<file path="config.mk">
export PLATFORM = sky130hd
export DESIGN_NAME = decode_queue
export DESIGN_NICKNAME = d
export VERILOG_FILES = /design/src/rtl/decode_queue_pkg.sv /design/src/rtl/decq_ctrl_lut.sv /design/src/rtl/decode_queue.sv
export SDC_FILE = /design/constraint.sdc
export NUM_CORES = 1
export LEC_CHECK = 0
export ABC_AREA = 1
export CORE_UTILIZATION = 25
export DETAILED_ROUTE_END_ITERATION = 10
export DONT_BUFFER_PORTS = 1
export PLACE_DENSITY = 0.41
export SYNTH_ARGS = -nofsm -noshare
export SYNTH_HDL_FRONTEND = slang
export SYNTH_SLANG_ARGS = --single-unit
</file>
<file path="constraint.sdc">
create_clock -name clk -period 6.97 [get_ports clk]
set_input_delay 1.394 -clock clk [delete_from_list [all_inputs] [get_ports clk]]
set_output_delay 1.394 -clock clk [all_outputs]
set_load 0.01 [all_outputs]
</file>
<file path="src/rtl/decode_queue_pkg.sv">
// Shared instruction-decode definitions: op/funct constants, control-word bit
// indices and the queue entry layout used by decode_queue and decq_ctrl_lut.
package decode_queue_pkg;

  localparam int unsigned CTRL_W = 11;

  // Bit positions inside the 11-bit control word (MSB first as presented).
  localparam int unsigned CTRL_REGWRITE = 10;
  localparam int unsigned CTRL_REGDST   = 9;
  localparam int unsigned CTRL_ALUSRC   = 8;
  localparam int unsigned CTRL_BRANCH   = 7;
  localparam int unsigned CTRL_MEMWRITE = 6;
  localparam int unsigned CTRL_MEMTOREG = 5;
  localparam int unsigned CTRL_JUMP     = 4;
  localparam int unsigned CTRL_IMM_ZEXT = 3;
  localparam int unsigned CTRL_LINK     = 2;
  localparam int unsigned CTRL_JR       = 1;
  localparam int unsigned CTRL_BNE      = 0;

  localparam logic [5:0] OP_RTYPE = 6'h00;
  localparam logic [5:0] OP_J     = 6'h02;
  localparam logic [5:0] OP_JAL   = 6'h03;
  localparam logic [5:0] OP_BEQ   = 6'h04;
  localparam logic [5:0] OP_BNE   = 6'h05;
  localparam logic [5:0] OP_ADDI  = 6'h08;
  localparam logic [5:0] OP_ADDIU = 6'h09;
  localparam logic [5:0] OP_SLTI  = 6'h0A;
  localparam logic [5:0] OP_SLTIU = 6'h0B;
  localparam logic [5:0] OP_ANDI  = 6'h0C;
  localparam logic [5:0] OP_ORI   = 6'h0D;
  localparam logic [5:0] OP_XORI  = 6'h0E;
  localparam logic [5:0] OP_LUI   = 6'h0F;
  localparam logic [5:0] OP_LW    = 6'h23;
  localparam logic [5:0] OP_SW    = 6'h2B;

  localparam logic [5:0] FUNCT_JR = 6'h08;

  typedef struct packed {
    logic [31:0]       instr;
    logic [CTRL_W-1:0] ctrl;
    logic              illegal;
  } decq_entry_t;

endpackage

</file>
<file path="src/rtl/decq_ctrl_lut.sv">
// Combinational main decoder: op/funct fields -> 11-bit control word plus an
// illegal-op flag. Only the op field and the JR funct are examined; other
// R-type functs pass through as a generic ALU op.
module decq_ctrl_lut
  import decode_queue_pkg::*;
(
  input  logic [5:0]        i_op,
  input  logic [5:0]        i_funct,
  output logic [CTRL_W-1:0] o_ctrl,
  output logic              o_illegal
);

  // Decode table; unknown ops yield an all-zero control word and flag illegal.
  always_comb begin
    o_ctrl    = '0;
    o_illegal = 1'b0;
    case (i_op)
      OP_RTYPE: begin
        o_ctrl[CTRL_REGDST] = 1'b1;
        if (i_funct == FUNCT_JR) o_ctrl[CTRL_JR]       = 1'b1;
        else                     o_ctrl[CTRL_REGWRITE] = 1'b1;
      end
      OP_ANDI, OP_ORI, OP_XORI, OP_LUI: begin
        o_ctrl[CTRL_REGWRITE] = 1'b1;
        o_ctrl[CTRL_ALUSRC]   = 1'b1;
        o_ctrl[CTRL_IMM_ZEXT] = 1'b1;
      end
      OP_ADDI, OP_ADDIU, OP_SLTI, OP_SLTIU: begin
        o_ctrl[CTRL_REGWRITE] = 1'b1;
        o_ctrl[CTRL_ALUSRC]   = 1'b1;
      end
      OP_LW: begin
        o_ctrl[CTRL_REGWRITE] = 1'b1;
        o_ctrl[CTRL_ALUSRC]   = 1'b1;
        o_ctrl[CTRL_MEMTOREG] = 1'b1;
      end
      OP_SW: begin
        o_ctrl[CTRL_ALUSRC]   = 1'b1;
        o_ctrl[CTRL_MEMWRITE] = 1'b1;
      end
      OP_BEQ: o_ctrl[CTRL_BRANCH] = 1'b1;
      OP_BNE: begin
        o_ctrl[CTRL_BRANCH] = 1'b1;
        o_ctrl[CTRL_BNE]    = 1'b1;
      end
      OP_J: o_ctrl[CTRL_JUMP] = 1'b1;
      OP_JAL: begin
        // Link target is r31; the regfile stage selects it from the link bit.
        o_ctrl[CTRL_JUMP]     = 1'b1;
        o_ctrl[CTRL_LINK]     = 1'b1;
        o_ctrl[CTRL_REGWRITE] = 1'b1;
      end
      default: o_illegal = 1'b1;
    endcase
  end

endmodule

</file>
<file path="src/rtl/decode_queue.sv">
// Registered decode queue between fetch and decode/regfile. Decodes at push and
// buffers {instr, ctrl, illegal} in a DEPTH-entry FIFO with valid/ready, flush
// and a sticky illegal flag. Optional macro DECQ_STATS_EN adds per-class
// pop counters (br_count, mem_count, ill_count).
module decode_queue
  import decode_queue_pkg::*;
#(
  parameter int unsigned DEPTH = 2,
  parameter int unsigned CNT_W = 16
) (
  input  logic              clk,
  input  logic              rst,
  input  logic              in_valid,
  output logic              in_ready,
  input  logic [31:0]       instr,
  input  logic              flush,
  output logic              out_valid,
  input  logic              out_ready,
  output logic [31:0]       out_instr,
  output logic [CTRL_W-1:0] out_ctrl,
  output logic              out_illegal,
  output logic              ill_sticky,
  output logic [CNT_W-1:0]  dec_count
`ifdef DECQ_STATS_EN
  ,
  output logic [CNT_W-1:0]  br_count,
  output logic [CNT_W-1:0]  mem_count,
  output logic [CNT_W-1:0]  ill_count
`endif
);

  localparam int unsigned PTR_W = (DEPTH > 1) ? $clog2(DEPTH) : 1;
  localparam int unsigned OCC_W = $clog2(DEPTH + 1);

  decq_entry_t       r_mem [DEPTH];
  logic [PTR_W-1:0]  r_wr_ptr, r_rd_ptr;
  logic [OCC_W-1:0]  r_count;
  logic              r_ill_sticky;
  logic [CNT_W-1:0]  r_dec_count;

  logic [CTRL_W-1:0] w_ctrl;
  logic              w_illegal;
  logic              w_push, w_pop;
  decq_entry_t       w_head;

  decq_ctrl_lut u_lut (
    .i_op      (instr[31:26]),
    .i_funct   (instr[5:0]),
    .o_ctrl    (w_ctrl),
    .o_illegal (w_illegal)
  );

  // Handshake: no bypass, so a full queue refuses input even while popping.
  always_comb begin
    in_ready  = (r_count != OCC_W'(DEPTH));
    out_valid = (r_count != '0);
    w_push    = in_valid & in_ready & ~flush;
    w_pop     = out_valid & out_ready & ~flush;
    w_head    = r_mem[r_rd_ptr];
  end

  // Head outputs are forced to zero whenever the queue is empty.
  always_comb begin
    out_instr   = out_valid ? w_head.instr   : '0;
    out_ctrl    = out_valid ? w_head.ctrl    : '0;
    out_illegal = out_valid ? w_head.illegal : 1'b0;
  end

  // Entry storage; contents only matter while counted as occupied.
  always_ff @(posedge clk) begin
    if (w_push) r_mem[r_wr_ptr] <= '{instr: instr, ctrl: w_ctrl, illegal: w_illegal};
  end

  // Pointers, occupancy, sticky flag and pop counter; flush outranks push/pop.
  always_ff @(posedge clk) begin
    if (rst) begin
      r_wr_ptr     <= '0;
      r_rd_ptr     <= '0;
      r_count      <= '0;
      r_ill_sticky <= 1'b0;
      r_dec_count  <= '0;
    end else if (flush) begin
      r_wr_ptr <= '0;
      r_rd_ptr <= '0;
      r_count  <= '0;
    end else begin
      if (w_push) r_wr_ptr <= r_wr_ptr + PTR_W'(1);
      if (w_pop)  r_rd_ptr <= r_rd_ptr + PTR_W'(1);
      if (w_push && !w_pop)      r_count <= r_count + OCC_W'(1);
      else if (!w_push && w_pop) r_count <= r_count - OCC_W'(1);
      if (w_push && w_illegal) r_ill_sticky <= 1'b1;
      if (w_pop) r_dec_count <= r_dec_count + CNT_W'(1);
    end
  end

  assign ill_sticky = r_ill_sticky;
  assign dec_count  = r_dec_count;

`ifdef DECQ_STATS_EN
  logic [CNT_W-1:0] r_br_count, r_mem_count, r_ill_count;

  // Per-class counters bumped on pop from the head entry's decoded class.
  always_ff @(posedge clk) begin
    if (rst) begin
      r_br_count  <= '0;
      r_mem_count <= '0;
      r_ill_count <= '0;
    end else if (!flush && w_pop) begin
      if (w_head.ctrl[CTRL_BRANCH] | w_head.ctrl[CTRL_JUMP] | w_head.ctrl[CTRL_JR])
        r_br_count <= r_br_count + CNT_W'(1);
      if (w_head.ctrl[CTRL_MEMWRITE] | w_head.ctrl[CTRL_MEMTOREG])
        r_mem_count <= r_mem_count + CNT_W'(1);
      if (w_head.illegal) r_ill_count <= r_ill_count + CNT_W'(1);
    end
  end

  assign br_count  = r_br_count;
  assign mem_count = r_mem_count;
  assign ill_count = r_ill_count;
`endif

endmodule

</file>
---- Word level (Yosys, flattened, before mapping) ----
Memory sizes are Yosys's and may differ from the RTL's. A register that Yosys moved wholly into a read port is not among the register bits.
Cells that the tools add are included.
word-level totals
  register bits ........................... 21
  memories kept ........................... 1
  output and inout port bits .............. 63
  word-level logic and storage cells ...... 72
  input port bits ......................... 37
  RAM bits ................................ 88
memory list
  name   depth  width  rd ports  clocked after Yosys merged registers in  wr ports  line                RTL
  r_mem  2      44     1         1                                        1         decode_queue.sv:35  decq_entry_t r_mem [DEPTH];
operators by class
  bitwise logic cells ..................... 5
  add/sub/neg operators ................... 5
  reductions and logical operators ........ 17
  muxes and demuxes ....................... 23
  eq/ne operators ......................... 16
operators with widths
  operator               count
  $eq 6x4->1 const B     9
  $mux 32                1
  $reduce_or 10->1       2
  $mux 1                 18
  $add 16x1->16 const B  1
  $reduce_or 15->1       1
  $eq 6x2->1 const B     2
  $eq 6x3->1 const B     2
  $eq 6x6->1 const B     2
  $mux 11                1
  $logic_not 6->1        1
  $reduce_or 2->1        3
  $and 1x1->1            4
  $mux 2                 2
  $reduce_and 2->1       2
  $reduce_bool 2->1      2
  $reduce_or 4->1        1
  $logic_and 1x1->1      3
  $add 1x1->1 const B    2
  $add 2x1->2 const B    1
  $logic_not 1->1        2
  $ne 2x2->1 const B     1
  $pmux 1 s2             1
  $sub 2x1->2 const B    1
  $not 1->1              1

---- Depth between registers and ports, before layout ----
Gate-level depths: netlist of the first run.
  depth in word-level cells ............... 7
  mapped depth ............................ 9
  mapped depth without buffers ............ 9

---- Modules after synthesis ----
From an unflattened synthesis of the first run, not the netlist that was laid out.
unflattened totals
  cell total of the unflattened synthesis .. 426
  area total of the unflattened synthesis .. 4534.3 um^2
modules (own cells, without submodules)
  module         times used  sequential area each (um^2)  area each (um^2)  cells each
  decode_queue   1           3083.0                       4335.4            385
  decq_ctrl_lut  1           0.0                          198.9             41

---- Worst setup path before layout of the first run ----
No wires, ideal clock.
  kind .................................... input-to-reg
  start point ............................. in flush
  end point ............................... mem r_mem[0][0] (netlist bit), enable pin
  buffers on the path ..................... 0
  stages .................................. 3
  required time ........................... 6.524 ns
  library setup time ...................... 0.446 ns
  slack ................................... 3.068 ns
  arrival time ............................ 3.457 ns
  cells stage by stage .................... inv_1 -> nand3_1 -> nor2_1
on the way
  cells in the longest elaborated chain, start to end .. 4
ends and longest elaborated chain
  item                          line                RTL
  from (decl)                   decode_queue.sv:16  input logic flush,
  $not 1->1 (no source line)    --
  $and 1x1->1                   decode_queue.sv:57  w_push = in_valid & in_ready & ~flush;
  $mux 1                        decode_queue.sv:71  if (w_push) r_mem[r_wr_ptr] <= '{instr: instr, ctrl: w_ctrl, illegal: w_illegal};
  $mux 1 (not written as such)  decode_queue.sv:71
  to (decl)                     decode_queue.sv:35
No other way between the ends.

==> flow_summary.yaml, run 1 <==
detailed_routing:
  vias: 2871
  wire_per_inst_um: 15.9
  drt_pass1_iterations: 4
  drt_iter0_markers: 129
  wirelength_um: 10300
  viasPerCell: 4.44
  drc_errors: 0
  ant_nets: 0
clock_network:
  cts-root-buf: "clkbuf_16"
  cts_max_level: 3
  post_cts_buffers: 0
  cts_resized: 0
  numCtsBuffers: 9
  clk_pin_slew_ps: 80
  hold_buffers: 0
  cts_buffer_depth: 2
  cts_tree: "yes"
  clock_latency_ps: 360
  cts.sinks: 110
setup_path:
  worstSetupPathType: "flip-flop to primary output"
  reg2reg_slack_ps: 4510
  end_kind: "primary output"
  crit_chain: "clkinv_1, buf_4, nand2_1, a21oi_1"
  endpoint: "out_instr[3]"
  critical-path-slowest-cell: "dfxtp_2"
  r2r-end: "r_count[1]"
  startpoint_type: "flip-flop"
  crit_cells: 4
  path_delay_family: "buffers and inverters"
  crit_arrival_ps: 2600
  reg2reg_depth: 8
  regToRegStartpoint: "r_count[0]"
  cp.required_ps: 5580
  path_buf_inv: 2
  max_stage_delay_ps: 950
  cp_max_fo: 45
synthesis:
  syn-num-nets: 457
  synth_area_leaders: "edfxtp_1 (59%), nand2_1 (10%), dfxtp_1 (9.8%)"
  yosys.area.top_type: "edfxtp_1"
  synth_top_cell_area_share_pct: 59.1
  yosysWarnings: 0
  synth_seq_cells: 110
  syn_area_per_cell_um2: 10.7
  synth_cells: 418
  yosysSeqAreaShare_pct: 68.9
  syn_area_um2: 4470
  synth_cell_types: 30
grt:
  grt_pass1_wl_um: 16100
  grt_overflow: 0
  antenna_found_initial: 0
  first_global_vias: 2860
  met2_usage_pct: 19.3
  use_met1_pct: 13.6
  grt_max_degree: 46
  grt_use_total_pct: 11.8
  grt.busiest_layer: "met2"
  grt_util_met3_pct: 4.90
final_layout:
  layout-drive-gt1-share_pct: 7.82
  postLayoutCoreUtil_pct: 28.8
  final_cell_mix: "nand2_1 (121), edfxtp_1 (88), a21oi_1 (58), nor2_1 (33), inv_1 (26)"
  final_common_cell: "nand2_1"
  design_area_um2: 5020
  fin_nets: 456
  num_antenna_cells: 0
  area_growth_pct: 12.2
die:
  fp.dieW_um: 136
  die_h_um: 136
  die_area_um2: 18400
  core_um2: 17400
  num_rows: 48
  initial_core_util_pct: 25.7
  io_pins: 100
power_and_ir_drop:
  leakagePower_nw: 1.72
  ir_drop_uv: 113
  power.density_nw_per_um2: 256
  p_total_mw: 1.29
placement:
  dp_hpwl_um: 6600
  portBuffers: 0
  placed_cell_area_um2: 4730
  gp_congestion: 0.740
timing:
  fin_tns_setup_ps: 0
  finalHoldViolCount: 0
  period_share_pct: 57.4
  rsz0062_at_grt: "no"
  fmax_mhz: 250
  slew_violations: 0
  fin_crit_ps: 4000
  max_slew_margin_pct: 20.4
  hold_slack_ps: 464
  setup_viol: 0
  worst_pin_slew_ps: 1190
  clock_skew_ps: 14.3
hold_path:
  min_path_type: "flip-flop to flip-flop"
run_status:
  status: "complete, no violations"
job:
  maxCapViolations: 0
where the power goes:
group          leakage, nW  internal, mW  total, mW  switching (mW)
clock                0.141         0.251      0.502           0.251
sequential           0.984         0.724      0.730         0.00609
combinational        0.591        0.0118     0.0537          0.0419
total                 1.72         0.987       1.29           0.299
stage by stage:
stage / cells / setup WS, ps
finish: 647 / 2970
global route: 647 / 2700
CTS: 647 / 2870
detailed placement: 631 / 3250
global placement: 631 / 3320
floorplan: 418 / 3070
routing by layer:
| layer | vias up | share of wire [%] |
|---|---|---|
| li1 | 1426 | - |
| met1 | 1348 | 42 |
| met2 | 85 | 48 |
| met3 | 12 | 9.2 |
| met4 | 0 | 1.4 |
| met5 | - | 0 |
logic make-up (layout without fill, tap and decap cells):
| kind of cell | after synthesis | in the layout | share of synthesized area, % |
|---|---|---|---|
| buf+inv | 44 | 48 | 3.91 |
| flops | 110 | 110 | 68.9 |
| xor+xnor | 1 | 1 | 0.196 |
| fa+ha+maj | 2 | 2 | 0.559 |
| simple gates | 189 | 189 | 18.1 |
| compound gates | 72 | 72 | 8.28 |
cell usage after synthesis:
| master | n |
|---|---|
| a211oi_1 | 1 |
| a21oi_1 | 58 |
| a31oi_1 | 2 |
| buf_1 | 1 |
| buf_2 | 2 |
| buf_6 | 1 |
| clkbuf_1 | 11 |
| clkinv_1 | 2 |
| dfxtp_1 | 22 |
| edfxtp_1 | 88 |
| ha_1 | 2 |
| inv_1 | 26 |
| inv_2 | 1 |
| nand2_1 | 121 |
| nand2_2 | 1 |
| nand3_1 | 12 |
| nand3_4 | 1 |
| nand3b_1 | 1 |
| nand4_1 | 5 |
| nor2_1 | 35 |
| nor2_2 | 2 |
| nor2_4 | 4 |
| nor3_1 | 4 |
| nor3b_1 | 1 |
| nor3b_2 | 1 |
| o21a_1 | 1 |
| o21ai_0 | 9 |
| o21bai_1 | 1 |
| or2_2 | 1 |
| xor2_1 | 1 |
worst min path at each step:
| stage | startpoint | endpoint | slack (ps) | cells after the start |
|---|---|---|---|---|
| after detailed placement | r_rd_ptr | flip-flop | 430 | 1 |
| after floorplan | r_rd_ptr | flip-flop | 430 | 1 |
| final | r_rd_ptr | r_rd_ptr | 460 | 1 |
| after CTS | r_rd_ptr | r_rd_ptr | 460 | 1 |
| after global placement | r_rd_ptr | r_rd_ptr | 440 | 1 |
| after global routing | r_rd_ptr | flip-flop | 510 | 1 |
final cells by class:
cell class,instances,area [um^2]
inverters,29,109
multi-input cells,264,1230
clock inverters,7,66.3
clock buffers,9,225
fillers,1802,12400
flip-flops and latches,110,3080
repair buffers,3,22.5
well taps,225,282
flip-flops by register name (all words and copies together), names as in the netlist, named ones only:
name and count:
r_count 2, ill_sticky 1, r_mem 88, dec_count 16
r_wr_ptr 1, r_rd_ptr 1
Note: power is estimated with default switching activity, not from simulation.
==> inputs of run 2 (changes only) <==
clock period = 3.9 ns   (was 6.97 ns; I/O delays follow)
==> run 2 against run 1 <==
Via count is 0.84% lower. Cell area is 0.40% higher. Critical path type unchanged. Clock power is 75% higher. Hold slack worse by 1.5 ps. Clock skew is 4.8 ps lower. Core utilization is 0.12 points higher. Clock-buffer cell count stayed put.
==> flow_summary.yaml, run 2 (synthesized netlist as in run 1, its figures left out) <==
run_status:
  status: "complete, no violations"
die:
  io_pins: 100
  die_h_um: 136
  die_area_um2: 18400
  fp.dieW_um: 136
  num_rows: 48
  core_um2: 17400
  initial_core_util_pct: 25.7
grt:
  grt_max_degree: 45
  grt_overflow: 0
  first_global_vias: 2812
  grt_pass1_wl_um: 15900
  grt_use_total_pct: 11.7
  antenna_found_initial: 0
setup_path:
  max_stage_delay_ps: 440
  crit_arrival_ps: 1800
  regToRegStartpoint: "r_count[0]"
  end_kind: "primary output"
  reg2reg_slack_ps: 1560
  startpoint_type: "flip-flop"
  critical-path-slowest-cell: "dfxtp_2"
  reg2reg_depth: 5
  cp.required_ps: 3120
  cp_max_fo: 44
  worstSetupPathType: "flip-flop to primary output"
  crit_chain: "clkinv_1, buf_4, nand2_1, a21oi_1"
  r2r-end: "r_mem[0][18]"
hold_path:
  min_path_type: "flip-flop to flip-flop"
  hp-start: "r_rd_ptr"
  worstHoldPathCells: 1
clock_network:
  cts-root-buf: "clkbuf_16"
  cts.sinks: 110
  cts_buffer_depth: 2
  cts_resized: 0
  cts_tree: "yes"
  numCtsBuffers: 9
  post_cts_buffers: 0
  clock_latency_ps: 350
  cts_max_level: 3
  hold_buffers: 0
  clk_pin_slew_ps: 80
timing:
  setup_viol: 0
  slew_violations: 0
  setup_ws_ps: 1320
  rsz0062_at_grt: "no"
  clock_skew_ps: 9.45
  fin_crit_ps: 2580
  worst_pin_slew_ps: 931
  finalHoldViolCount: 0
  period_share_pct: 66.2
  max_slew_margin_pct: 37.8
  fin_tns_setup_ps: 0
  fmax_mhz: 387
power_and_ir_drop:
  combPwrFrac_pct: 4.4
  power.density_nw_per_um2: 453
  ir_drop_uv: 185
  p_sw_mw: 0.522
  power.internal_mw: 1.76
  p_seq_share_pct: 57.1
  clkPwrFrac_pct: 38.5
  leakagePower_nw: 1.73
  switching_share_pct: 22.9
placement:
  portBuffers: 0
  dp_hpwl_um: 6870
  placed_cells: 635
  dp_worst_setup_slack_ps: 1340
  gp_congestion: 0.700
  placed_cell_area_um2: 4760
detailed_routing:
  drc_errors: 0
  drt_iter0_markers: 93
  wirelength_um: 10200
  vias: 2847
  ant_nets: 0
  wire_per_inst_um: 15.6
  drt_pass1_iterations: 4
  viasPerCell: 4.37
final_layout:
  final_common_cell: "nand2_1"
  fillerInstances: 1836
  design_area_um2: 5040
  largest_reg_flops: 88
  fin_nets: 460
  final_cells: 651
  num_antenna_cells: 0
  layout-drive-gt1-share_pct: 8.22
  final_cell_mix: "nand2_1 (121), edfxtp_1 (88), a21oi_1 (58), nor2_1 (33), inv_1 (26)"
  regMostFlops: "r_mem"
  area_growth_pct: 12.6
job:
  maxCapViolations: 0
-- run 2: metrics by stage --
step                      utilization (%)  hold slack [ps]  power, mW
after floorplan                         -              425       1.40
after global placement               27.3              437       1.43
after detailed placement             27.3              442       1.43
after CTS                            28.9              456       2.31
after global routing                 28.9              473       2.37
final                                28.9              462       2.28
-- run 2: area by class of cell --
cell class                      count  area, um^2  share of cell area, %
Timing Repair Buffer                7        52.6                   1.04
Sequential cell                   110        3080                   61.2
Multi-Input combinational cell    264        1230                   24.4
Tap cell                          225         282                   5.59
Inverter                           29         109                   2.16
Clock inverter                      7        56.3                   1.12
Clock buffer                        9         225                   4.47
-- run 2: worst max path at each step --
stage	start	endpoint	slack [ps]	depth (start not counted)
2_1_floorplan	flush	r_mem[0][0]	610	3
3_3_place_gp	flush	r_mem[0][17]	1340	4
3_5_place_dp	flush	r_mem[0][21]	1340	4
4_1_cts	flip-flop	out_ctrl[6]	1240	4
5_1_grt	flip-flop	out_ctrl[6]	1140	4
6_report	flip-flop	out_ctrl[2]	1320	4
-- run 2: critical path: cells and delay by family (launching register included) --
family / cells / cell delay (ps)
flops: 1 / 440
simple gates: 1 / 100
compound gates: 1 / 370
buf+inv: 2 / 520
-- run 2: power groups by stage --
stage	logic [mW]	clock network (mW)	registers [mW]
final	0.0994	0.880	1.30
after CTS	0.103	0.908	1.30
after floorplan	0.0751	0	1.33
after detailed placement	0.103	0	1.33
after global placement	0.101	0	1.33
after global routing	0.113	0.948	1.31
-- run 2: layer usage --
| layer | vias up | global-route usage [%] | wire length, um |
|---|---|---|---|
| li1 | 1429 | - | - |
| met1 | 1331 | 13.3 | 4330 |
| met2 | 77 | 19.4 | 4800 |
| met3 | 10 | 4.86 | 928 |
| met4 | 0 | 4.31 | 117 |
| met5 | - | 0 | 0 |
